File: src/rtl/jtobj_scan.sv
// Object table scanner: walks the 4-word object table for one video line and
// issues one draw request per 16-pixel tile of every object crossing that line.
module jtobj_scan #(
  parameter int         OBJW  = 8,
  parameter int         LIMIT = 0,
  parameter logic [9:0] YBIAS = 10'h10F
) (
  input  logic            clk,
  input  logic            rst,
  input  logic            cen,
  input  logic            line_start,
  input  logic [8:0]      vline,
  input  logic            gfh,
  input  logic            gfv,
  input  logic [9:0]      xoff,
  input  logic [9:0]      yoff,
  output logic [OBJW+1:0] tbl_addr,
  input  logic [31:0]     tbl_data,
  output logic            dr_start,
  input  logic            dr_busy,
  output logic [15:0]     code,
  output logic [9:0]      attr,
  output logic [1:0]      shd,
  output logic            hflip,
  output logic            vflip,
  output logic [8:0]      hpos,
  output logic [3:0]      ysub,
  output logic [9:0]      hzoom,
  output logic            hz_keep,
  output logic            done,
  output logic            ovf
);

  typedef enum logic [2:0] {IDLE, F0, F1, F2, F3, CALC, DRAW, NEXT} state_t;

  typedef struct packed {
    logic        vf;
    logic        hf;
    logic [1:0]  vsz;
    logic [1:0]  hsz;
    logic [15:0] code;
    logic [9:0]  y;
    logic [9:0]  x;
    logic [9:0]  vzoom;
    logic [9:0]  hzoom;
    logic [1:0]  shd;
    logic [9:0]  attr;
  } obj_t;

  typedef struct packed {
    logic [15:0] vcode;
    logic [3:0]  ysub;
    logic        vflip;
    logic [8:0]  xpos;
  } calc_t;

  typedef struct packed {
    logic [15:0] code;
    logic [9:0]  attr;
    logic [1:0]  shd;
    logic        hflip;
    logic        vflip;
    logic [8:0]  hpos;
    logic [3:0]  ysub;
    logic [9:0]  hzoom;
    logic        hz_keep;
  } tile_t;

  state_t          state_q, state_d;
  obj_t            ob_q, ob_d;
  calc_t           ca_q, ca_d;
  tile_t           tile_q, tile_d;
  logic [OBJW-1:0] obj_q, obj_d;
  logic [15:0]     tcnt_q, tcnt_d;
  logic [8:0]      vline_q, vline_d;
  logic [2:0]      h_q, h_d;
  logic            dr_start_q, dr_start_d;
  logic            done_q, done_d;
  logic            ovf_q, ovf_d;

  logic [9:0]  y_fix, x_fix, yd;
  logic [18:0] prod;
  logic [12:0] row;
  logic [2:0]  vmask, hmask, vidx, hidx;
  logic        in_zone, vflip_c, hflip_c, limit_hit, can_issue, last_tile;
  logic [1:0]  tbl_word;

  // Tile indices add into interleaved 3-bit code fields; carries stay inside the field.
  function automatic logic [15:0] add_field(input logic [15:0] c, input logic [2:0] idx,
                                            input logic odd);
    logic [15:0] r;
    logic [2:0]  f;
    r = c;
    if (odd) begin
      f = {c[5], c[3], c[1]} + idx;
      {r[5], r[3], r[1]} = f;
    end else begin
      f = {c[4], c[2], c[0]} + idx;
      {r[4], r[2], r[0]} = f;
    end
    return r;
  endfunction

  always_comb begin
    y_fix     = (gfv ? -ob_q.y : ob_q.y) + yoff + YBIAS;
    x_fix     = (gfh ? -ob_q.x : ob_q.x) - xoff;
    yd        = {1'b0, vline_q} - y_fix;
    prod      = 19'(yd[8:0]) * 19'(ob_q.vzoom);
    row       = 13'(prod >> 6);
    in_zone   = !yd[9] && (row < (13'd16 << ob_q.vsz));
    vmask     = 3'((4'd1 << ob_q.vsz) - 4'd1);
    hmask     = 3'((4'd1 << ob_q.hsz) - 4'd1);
    vflip_c   = ob_q.vf ^ gfv;
    hflip_c   = ob_q.hf ^ gfh;
    vidx      = (row[6:4] & vmask) ^ (vflip_c ? vmask : 3'd0);
    hidx      = hflip_c ? (hmask - h_q) : h_q;
    limit_hit = (LIMIT > 0) && (tcnt_q == 16'(LIMIT));
    can_issue = !dr_busy && !dr_start_q;
    last_tile = (h_q == hmask);
  end

  always_ff @(posedge clk or posedge rst) begin
    if (rst)      state_q <= IDLE;
    else if (cen) state_q <= state_d;
  end

  always_comb begin
    state_d = state_q;
    if (line_start) state_d = F0;
    else begin
      case (state_q)
        F0:      state_d = tbl_data[31] ? F1 : NEXT;
        F1:      state_d = F2;
        F2:      state_d = F3;
        F3:      state_d = CALC;
        CALC:    state_d = (in_zone && !x_fix[9]) ? DRAW : NEXT;
        DRAW:    if (limit_hit) state_d = IDLE;
                 else if (can_issue && last_tile) state_d = NEXT;
        NEXT:    state_d = (&obj_q) ? IDLE : F0;
        default: state_d = state_q;
      endcase
    end
  end

  always_comb begin
    ob_d       = ob_q;
    ca_d       = ca_q;
    tile_d     = tile_q;
    obj_d      = obj_q;
    tcnt_d     = tcnt_q;
    vline_d    = vline_q;
    h_d        = h_q;
    dr_start_d = 1'b0;
    done_d     = done_q;
    ovf_d      = ovf_q;
    if (line_start) begin
      obj_d   = '0;
      tcnt_d  = '0;
      done_d  = 1'b0;
      ovf_d   = 1'b0;
      vline_d = vline;
    end else begin
      case (state_q)
        F0: begin
          ob_d.vf   = tbl_data[30];
          ob_d.hf   = tbl_data[29];
          ob_d.vsz  = tbl_data[28:27];
          ob_d.hsz  = tbl_data[26:25];
          ob_d.code = tbl_data[15:0];
        end
        F1: begin
          ob_d.y = tbl_data[25:16];
          ob_d.x = tbl_data[9:0];
        end
        F2: begin
          ob_d.vzoom = tbl_data[25:16];
          ob_d.hzoom = tbl_data[9:0];
        end
        F3: begin
          ob_d.shd  = tbl_data[11:10];
          ob_d.attr = tbl_data[9:0];
        end
        CALC: begin
          ca_d.vcode = add_field(ob_q.code, vidx, 1'b1);
          ca_d.ysub  = row[3:0];
          ca_d.vflip = vflip_c;
          ca_d.xpos  = x_fix[8:0];
          h_d        = '0;
        end
        DRAW: begin
          if (limit_hit) begin
            ovf_d  = 1'b1;
            done_d = 1'b1;
          end else if (can_issue) begin
            dr_start_d     = 1'b1;
            tcnt_d         = tcnt_q + 16'd1;
            h_d            = h_q + 3'd1;
            tile_d.code    = add_field(ca_q.vcode, hidx, 1'b0);
            tile_d.attr    = ob_q.attr;
            tile_d.shd     = ob_q.shd;
            tile_d.hflip   = hflip_c;
            tile_d.vflip   = ca_q.vflip;
            tile_d.hpos    = ca_q.xpos + {2'b00, h_q, 4'b0000};
            tile_d.ysub    = ca_q.ysub;
            tile_d.hzoom   = ob_q.hzoom;
            tile_d.hz_keep = (h_q != 3'd0);
          end
        end
        NEXT: begin
          obj_d = obj_q + 1'b1;
          if (&obj_q) done_d = 1'b1;
        end
        default: ;
      endcase
    end
  end

  always_ff @(posedge clk or posedge rst) begin
    if (rst) begin
      ob_q       <= '0;
      ca_q       <= '0;
      tile_q     <= '0;
      obj_q      <= '0;
      tcnt_q     <= '0;
      vline_q    <= '0;
      h_q        <= '0;
      dr_start_q <= 1'b0;
      done_q     <= 1'b0;
      ovf_q      <= 1'b0;
    end else if (cen) begin
      ob_q       <= ob_d;
      ca_q       <= ca_d;
      tile_q     <= tile_d;
      obj_q      <= obj_d;
      tcnt_q     <= tcnt_d;
      vline_q    <= vline_d;
      h_q        <= h_d;
      dr_start_q <= dr_start_d;
      done_q     <= done_d;
      ovf_q      <= ovf_d;
    end
  end

  always_comb begin
    case (state_q)
      F1:      tbl_word = 2'd1;
      F2:      tbl_word = 2'd2;
      F3:      tbl_word = 2'd3;
      default: tbl_word = 2'd0;
    endcase
    tbl_addr = {obj_q, tbl_word};
  end

  assign dr_start = dr_start_q;
  assign code     = tile_q.code;
  assign attr     = tile_q.attr;
  assign shd      = tile_q.shd;
  assign hflip    = tile_q.hflip;
  assign vflip    = tile_q.vflip;
  assign hpos     = tile_q.hpos;
  assign ysub     = tile_q.ysub;
  assign hzoom    = tile_q.hzoom;
  assign hz_keep  = tile_q.hz_keep;
  assign done     = done_q;
  assign ovf      = ovf_q;

endmodule

File: config.mk
export PLATFORM = sky130hd
export DESIGN_NAME = jtobj_scan
export DESIGN_NICKNAME = d
export VERILOG_FILES = /design/src/rtl/jtobj_scan.sv
export SDC_FILE = /design/constraint.sdc
export NUM_CORES = 1
export LEC_CHECK = 0
export BUFFER_PORTS_ARGS = -buffer_cell sky130_fd_sc_hd__buf_2
export CAP_MARGIN = 20
export CORE_ASPECT_RATIO = 0.5
export CORE_MARGIN = 4
export CORE_UTILIZATION = 60
export DETAILED_ROUTE_END_ITERATION = 10
export PLACE_DENSITY_LB_ADDON = 0.25
export SYNTH_ARGS = -nofsm -noshare
export SYNTH_HDL_FRONTEND = slang
export SYNTH_SLANG_ARGS = --single-unit
File: constraint.sdc
create_clock -name clk -period 10 [get_ports clk]
set_input_delay 2.5 -clock clk [delete_from_list [all_inputs] [get_ports clk]]
set_output_delay 2.5 -clock clk [all_outputs]
set_load 0.01 [all_outputs]
==> impl_metrics.env, run 1 <==
export IMPL_status="complete, no violations"
export IMPL_die_area_um2=22300
export IMPL_drc=0
export IMPL_syn_nets=1339
export IMPL_boundaryPins=135
export IMPL_cts_root_buffer_cell="clkbuf_16"
export IMPL_wl_um=25800
export IMPL_drv_slew=0
export IMPL_max_stage_delay_ns=0.56
export IMPL_place_inst=1503
export IMPL_clk_path_buf_depth=2
export IMPL_io_buffers=133
export IMPL_final_cell_area_um2=13600
export IMPL_dp_hpwl_um=19000
export IMPL_fin_skew_ns=0.0102
export IMPL_clk_pin_slew_ns=0.07
export IMPL_vias_per_cell=5.45
export IMPL_hold_violations=0
export IMPL_dr_pass1_iters=6
export IMPL_crit_fanout=5
export IMPL_worstHoldPathType="flop to flop"
export IMPL_rows=36
export IMPL_clock_sinks=183
export IMPL_relSlewSlack_pct=25.1
export IMPL_netlist_area_um2=11900
export IMPL_cts_tree="done"
export IMPL_grt_usage_pct=24.3
export IMPL_yosysSeqAreaShare_pct=38.5
export IMPL_max_freq_mhz=104
export IMPL_crit_top_cell="fa_1"
export IMPL_instances_no_fill=1535
export IMPL_cp_required_ns=10.39
export IMPL_syn2layout_area_growth_pct=14.5
export IMPL_first_global_vias=8939
export IMPL_synth_top_flop_cell="dfrtp_1"
export IMPL_die_w_um=207
export IMPL_grt_max_degree=117
export IMPL_tns_ns=0
export IMPL_drt_iter0_markers=524
export IMPL_grt_pass1_wl_um=43600
export IMPL_period_needed_ns=9.63
export IMPL_yosysWarnings=0
export IMPL_fin_crit_sh_pct=96.3
export IMPL_drive_gt1_share_pct=27.8
export IMPL_die_h_um=108
export IMPL_core_um2=19500
export IMPL_syn_area_per_cell_um2=10.6
export IMPL_syn_inst=1123
export IMPL_vias=8369
export IMPL_startpoint_type="input port"
export IMPL_start_util_pct=61.2
export IMPL_endpoint_kind="flop"
export IMPL_synth_cell_types=57
export IMPL_worstSetupPathType="input port to flop"
export IMPL_ys_ff_latch=183
export IMPL_synth_edf_count=0
export IMPL_wl_per_cell_um=16.8
export IMPL_gr_total_overflow=0
export IMPL_cp_arrival_ns=10.02
export IMPL_tightest_slew_ns=1.12
export IMPL_drv_cap=0
export IMPL_cts_buffers=17
export IMPL_gp_congestion=0.870
export IMPL_place_area_um2=13000
export IMPL_finalSetupViolations=0
export IMPL_htreeDepth=4
export IMPL_nets=1473
export IMPL_async_reset_ff_share_pct=100
export IMPL_ant_nets=0
export IMPL_cp_slowest_cell="fa_1"
export IMPL_antenna_found_initial=0
export IMPL_clk_latency_ns=0.46
export IMPL_antenna_cells=0
[flip-flops by register name, indices dropped and copies added, names as in the netlist]
name / flops
hpos: 9
ob_q: 74
done: 1
h_q: 3
vline_q: 9
shd: 2
ca_q: 30
ysub: 4
hflip: 1
hz_keep: 1
state_q: 3
attr: 10
code: 16
obj_q: 8
vflip: 1
dr_start: 1
hzoom: 10
[routing by layer]
layer	track usage, %	up-vias	wire length [um]
li1	-	3947	-
met5	0	-	0
met2	42.4	188	13000
met3	6.32	42	1250
met4	7.12	0	455
met1	30.4	4192	11100
[critical path: cells and delay by family]
family	cells	cell delay (ns)
AND/OR/NAND/NOR	5	0.95
XOR/XNOR	4	0.48
adder cells (fa/ha/maj)	10	4.25
buffers and inverters	7	0.76
AO/OA/AOI/OAI	7	1.08
[logic make-up after synthesis]
family / Yosys count / share of synthesized area, %
buf+inv: 181 / 5.91
mux: 134 / 12.6
fa+ha+maj: 148 / 20.0
flops: 183 / 38.5
simple gates: 289 / 11.7
other cells: 1 / 0.0315
compound gates: 125 / 6.64
xor+xnor: 62 / 4.68
[worst paths after layout]
kind / start / end / slack (ns) / cells after the start
max: gfv / ca_q[19] / 0.37 / 33
min: ob_q[66] / ca_q[28] / 0.47 / 2
max reg2reg: ob_q[42] / ca_q[19] / 1.88 / 32
min reg2reg: ob_q[66] / ca_q[28] / 0.47 / 2
max in group asynchronous: rst / ob_q[45] / 6.38 / 3
min in group asynchronous: rst / code[11] / 2.20 / 2
[placed cells by master (no fill, tap or decap), drive strengths merged, types with 2 or more instances in the layout]
cell,instances
inv,141
nand2,150
nor2b,5
o2111ai,3
or2,3
a21oi,19
or3,6
xnor2,41
nor2,25
clkbuf,19
clkinv,3
ha,78
a21o,10
dfrtp,183
mux2,126
nor3,8
o211ai,3
nor4,2
nand3,14
xor2,20
nor3b,4
o21bai,5
o21ai,50
buf,162
nand4,2
clkinvlp,2
a31oi,7
o22ai,2
o31ai,6
mux2i,8
and2,41
and4,2
nand2b,21
and3,4
o41ai,5
o21a,7
fa,70
[layout make-up]
type | count | area [um2]
well taps | 266 | 333
repair buffers | 163 | 901
multi-input cells | 759 | 6740
flip-flops and latches | 183 | 4580
clock inverters | 13 | 126
clock buffers | 18 | 439
inverters | 133 | 507
fillers | 1499 | 5830
[per-stage QoR]
stage,hold slack [ns],setup slack [ns],utilization (%)
finish,0.468,0.366,70.0
global route,0.494,-0.0543,70.0
CTS,0.467,0.0607,69.5
detailed placement,0.454,-0.304,66.6
global placement,0.444,-0.129,66.5
floorplan,0.433,0.00856,-
[cells in the mapped netlist (all sizes together) (2+ instances only)]
library cell | n | area share (%)
ha | 78 | 8.2
nand2 | 150 | 4.8
mux2i | 8 | 0.67
and3 | 4 | 0.21
nor2 | 25 | 0.79
o31ai | 6 | 0.38
or2 | 3 | 0.16
fa | 70 | 12
nor3 | 8 | 0.34
nand3 | 14 | 0.59
o21bai | 5 | 0.35
nor4 | 2 | 0.16
o211ai | 3 | 0.19
buf | 11 | 0.55
o41ai | 5 | 0.37
dfrtp | 183 | 38
nor2b | 5 | 0.26
a21o | 10 | 0.63
clkbuf | 37 | 1.2
inv | 133 | 4.2
nor3b | 4 | 0.35
a31oi | 7 | 0.37
or3 | 6 | 0.32
xnor2 | 41 | 3.0
and4 | 2 | 0.15
o21ai | 50 | 2.1
nand4 | 2 | 0.23
mux2 | 126 | 12
o2111ai | 3 | 0.22
o21a | 7 | 0.44
nand2b | 21 | 1.1
xor2 | 20 | 1.5
and2 | 41 | 2.2
a21oi | 19 | 0.80
o22ai | 2 | 0.11
[timing repair]
action,CTS,global route
resized for setup,1,24
pin swaps,0,18
hold buffers,0,0
endpoints found under the setup margin,1,2
setup buffers,0,1
Power of run 1 is left out: the tool's default activity adds up to more than one toggle a clock period on the data nets, which glitch-free logic cannot reach.
==> run 2, diff against run 1 <==
- CORE_UTILIZATION: 60 -> 50
- SLEW_MARGIN: not set -> 5
- clock period: 10 -> 11.1 ns (I/O delays scaled with it)
==> impl_metrics.env, run 2 (synthesized netlist as in run 1, its figures left out) <==
export IMPL_status="complete, no violations"
export IMPL_postCtsSetupBuffers=0
export IMPL_hold_violations=0
export IMPL_startpoint_type="input port"
export IMPL_nets=1450
export IMPL_dp_hpwl_um=19000
export IMPL_ant_nets=0
export IMPL_fin_skew_ns=0.0155
export IMPL_pre_cts_ws_ns=0.288
export IMPL_max_stage_delay_ns=0.56
export IMPL_rsz0062_at_grt="no"
export IMPL_cts_buffers=17
export IMPL_wl_per_cell_um=16.4
export IMPL_rows=39
export IMPL_layout_commonest_cell="dfrtp_1"
export IMPL_relSlewSlack_pct=35.0
export IMPL_max_freq_mhz=96.1
export IMPL_antenna_found_initial=0
export IMPL_largest_reg_flops=74
export IMPL_start_util_pct=51.5
export IMPL_grt_max_degree=121
export IMPL_die_h_um=117
export IMPL_grt_pass1_wl_um=42800
export IMPL_crit_top_cell="fa_1"
export IMPL_critPathLaunch="gfv"
export IMPL_final_cell_mix="dfrtp_1, nand2_1, buf_2, inv_1, mux2_2"
export IMPL_hp_start="ob_q[58]"
export IMPL_htreeDepth=4
export IMPL_tightest_slew_ns=0.970
export IMPL_first_global_vias=8506
export IMPL_clock_sinks=183
export IMPL_tns_ns=0
export IMPL_period_needed_ns=10.41
export IMPL_io_buffers=133
export IMPL_cts_repair_resized=0
export IMPL_wl_um=25400
export IMPL_endpoint_kind="flop"
export IMPL_cp_slowest_cell="fa_1"
export IMPL_die_w_um=226
export IMPL_finalSetupViolations=0
export IMPL_grt_usage_pct=20.4
export IMPL_core_um2=23100
export IMPL_holdBufCountCts=0
export IMPL_rr_startpoint="ob_q[42]"
export IMPL_die_area_um2=26500
export IMPL_drive_gt1_share_pct=25.0
export IMPL_boundaryPins=135
export IMPL_drc=0
export IMPL_clk_path_buf_depth=2
export IMPL_cp_required_ns=11.42
export IMPL_cts_tree="done"
export IMPL_gr_total_overflow=0
export IMPL_antenna_cells=0
export IMPL_vias_per_cell=5.21
export IMPL_final_core_util_pct=58.2
export IMPL_clk_latency_ns=0.45
export IMPL_top_register="ob_q"
export IMPL_drv_slew=0
export IMPL_fin_crit_sh_pct=93.7
export IMPL_crit_fanout=11
export IMPL_vias=8100
export IMPL_cts_root_buffer_cell="clkbuf_16"
export IMPL_drv_cap=0
export IMPL_drt_iter0_markers=353
export IMPL_worstSetupPathType="input port to flop"
export IMPL_cp_arrival_ns=10.73
export IMPL_fin_ws_ns=0.695
export IMPL_syn2layout_area_growth_pct=13.1
export IMPL_gp_congestion=0.816
export IMPL_dr_pass1_iters=4
export IMPL_worstHoldPathType="flop to flop"
export IMPL_clk_pin_slew_ns=0.08
==> run 2: changes by cell type in the layout (fill, tap and decap cells not counted), moves of 3 or more <==
| cell | previous run | this run |
|---|---|---|
| a21oi_2 | 6 | 0 |
| clkinv_8 | 1 | 5 |
| inv_6 | 5 | 2 |
| buf_4 | 29 | 5 |
| xnor2_1 | 37 | 41 |
| xnor2_2 | 4 | 0 |
| a21oi_1 | 13 | 19 |
| o21ai_0 | 45 | 49 |
==> run 2: final timing paths <==
path | to | slack, ns | cells past startpoint
worst min register to register | ca_q[20] | 0.47 | 2
min in group asynchronous | code[15] | 2.49 | 2
worst max-delay path | state_q[0] | 0.69 | 34
worst max register to register | state_q[0] | 2.53 | 36
max in group asynchronous | vline_q[6] | 7.24 | 3
worst min-delay path | ca_q[20] | 0.47 | 2
==> run 2: layout make-up <==
cell class	instances	area [um2]
clock inverters	15	176
flip-flops and latches	183	4580
fillers	2043	9670
clock buffers	17	425
multi-input cells	759	6640
inverters	133	507
repair buffers	140	746
well taps	307	384
==> run 2: worst max-delay path: cells and delay by family <==
kind	cells	cell delay [ns]
AO/OA/AOI/OAI	15	2.48
XOR/XNOR	2	0.41
adder cells (fa/ha/maj)	9	3.86
buffers and inverters	4	0.37
multiplexers	1	0.39
AND/OR/NAND/NOR	3	0.46
==> run 2: per-stage QoR <==
step | cells | instance area, um2 | hold WS [ns]
after global routing | 1554 | 13500 | 0.490
after CTS | 1553 | 13400 | 0.469
after global placement | 1520 | 12800 | 0.446
after detailed placement | 1521 | 12800 | 0.450
after floorplan | 1123 | 11900 | 0.433
final | 1554 | 13500 | 0.468
==> run 2: metal layers <==
layer	vias up	part of all wire, %	global-route usage, %
met5	-	0	0
met3	22	3.0	4.01
met1	4084	46	26.7
met4	0	1.4	5.39
met2	106	50	35.4
li1	3888	-	-
Power of run 2 is left out for the same reason.
==> run 3, diff against run 2 <==
- CORE_ASPECT_RATIO: 0.5 -> not set
==> impl_metrics.env, run 3 (synthesized netlist as in run 1, its figures left out) <==
export IMPL_status="complete, no violations"
export IMPL_tns_ns=0
export IMPL_wl_um=25300
export IMPL_core_um2=23500
export IMPL_worstHoldPathType="flop to flop"
export IMPL_layout_commonest_cell="dfrtp_1"
export IMPL_postCtsSetupBuffers=0
export IMPL_boundaryPins=135
export IMPL_die_w_um=162
export IMPL_hold_violations=0
export IMPL_cts_repair_resized=0
export IMPL_relSlewSlack_pct=38.4
export IMPL_critPathLaunch="gfv"
export IMPL_cp_required_ns=11.47
export IMPL_holdBufCountCts=0
export IMPL_crit_top_cell="fa_1"
export IMPL_cp_num_cells=30
export IMPL_rows=56
export IMPL_worstSetupPathType="input port to flop"
export IMPL_fin_ws_ns=0.648
export IMPL_clk_path_buf_depth=2
export IMPL_ant_nets=0
export IMPL_startpoint_type="input port"
export IMPL_die_h_um=162
export IMPL_tightest_slew_ns=0.924
export IMPL_grt_pass1_wl_um=42500
export IMPL_clock_sinks=183
export IMPL_io_buffers=133
export IMPL_final_cell_area_um2=13400
export IMPL_grt_max_degree=114
export IMPL_drv_slew=0
export IMPL_max_stage_delay_ns=0.56
export IMPL_start_util_pct=50.7
export IMPL_syn2layout_area_growth_pct=12.7
export IMPL_fin_skew_ns=0.00967
export IMPL_cp_arrival_ns=10.82
export IMPL_gr_total_overflow=0
export IMPL_cp_slowest_cell="fa_1"
export IMPL_drive_gt1_share_pct=24.9
export IMPL_top_register="ob_q"
export IMPL_cts_root_buffer_cell="clkbuf_16"
export IMPL_rr_startpoint="ob_q[42]"
export IMPL_drc=0
export IMPL_place_area_um2=12800
export IMPL_place_inst=1534
export IMPL_vias=8120
export IMPL_clk_latency_ns=0.43
export IMPL_max_freq_mhz=95.7
export IMPL_fin_crit_sh_pct=94.2
export IMPL_ff2ff_path_depth=31
export IMPL_endpoint_kind="flop"
export IMPL_clk_pin_slew_ns=0.08
export IMPL_first_global_vias=8343
export IMPL_critical_path_buf_inv_count=2
export IMPL_nets=1451
export IMPL_dp_hpwl_um=18900
export IMPL_finalSetupViolations=0
export IMPL_rr_endpoint="ca_q[19]"
export IMPL_period_needed_ns=10.45
export IMPL_dr_pass1_iters=4
export IMPL_crit_path_end="ca_q[19]"
export IMPL_rsz0062_at_grt="no"
export IMPL_htreeDepth=4
export IMPL_drt_iter0_markers=359
export IMPL_vias_per_cell=5.18
export IMPL_largest_reg_flops=74
export IMPL_die_area_um2=26300
export IMPL_cts_buffers=17
export IMPL_antenna_found_initial=3
export IMPL_crit_family="adder cells"
export IMPL_drv_cap=0
export IMPL_cts_tree="done"
export IMPL_reg2reg_slack_ns=2.53
export IMPL_wl_per_cell_um=16.1
export IMPL_grt_usage_pct=20.2
export IMPL_gp_congestion=0.843
export IMPL_pre_cts_ws_ns=0.248
export IMPL_final_cell_mix="dfrtp_1, nand2_1, buf_2, inv_1, mux2_2"
export IMPL_instances_no_fill=1567
export IMPL_crit_fanout=11
run 3: how the worst min path moves through the flow:
stage          startpoint  endpoint  slack [ns]  depth (start not counted)
6_report         ob_q[56]  ca_q[18]        0.46                          2
5_1_grt          ob_q[58]  ca_q[20]        0.50                          2
4_1_cts          ob_q[56]  ca_q[18]        0.46                          2
3_5_place_dp     ob_q[56]  ca_q[18]        0.45                          2
3_3_place_gp     ob_q[67]  ca_q[29]        0.44                          2
2_1_floorplan    ob_q[52]  ca_q[14]        0.43                          2
run 3: through the flow:
step	utilization (%)	hold WS [ns]
floorplan	-	0.433
global placement	54.7	0.444
detailed placement	54.7	0.450
CTS	57.1	0.462
global route	57.2	0.500
finish	57.2	0.461
run 3: routing by layer:
layer	vias to the layer above	GRT usage, %	wire length, um
met3	23	4.54	1400
met4	4	4.27	289
met2	185	31.4	11700
met1	4007	29.4	11900
met5	-	0	21
li1	3901	-	-
run 3: tightest hold or removal path: cells and delay by family, from the launching register on:
family        cells  cell delay, ns
flops             1            0.34
simple gates      2            0.10
run 3: final cells by class:
class	count	area, um2
Clock inverter	12	118
Fill cell	2039	10100
Multi-Input combinational cell	759	6640
Timing Repair Buffer	141	729
Inverter	133	507
Clock buffer	19	443
Antenna cell	1	2.50
Tap cell	319	399
Sequential cell	183	4580
Power of run 3 is left out for the same reason.
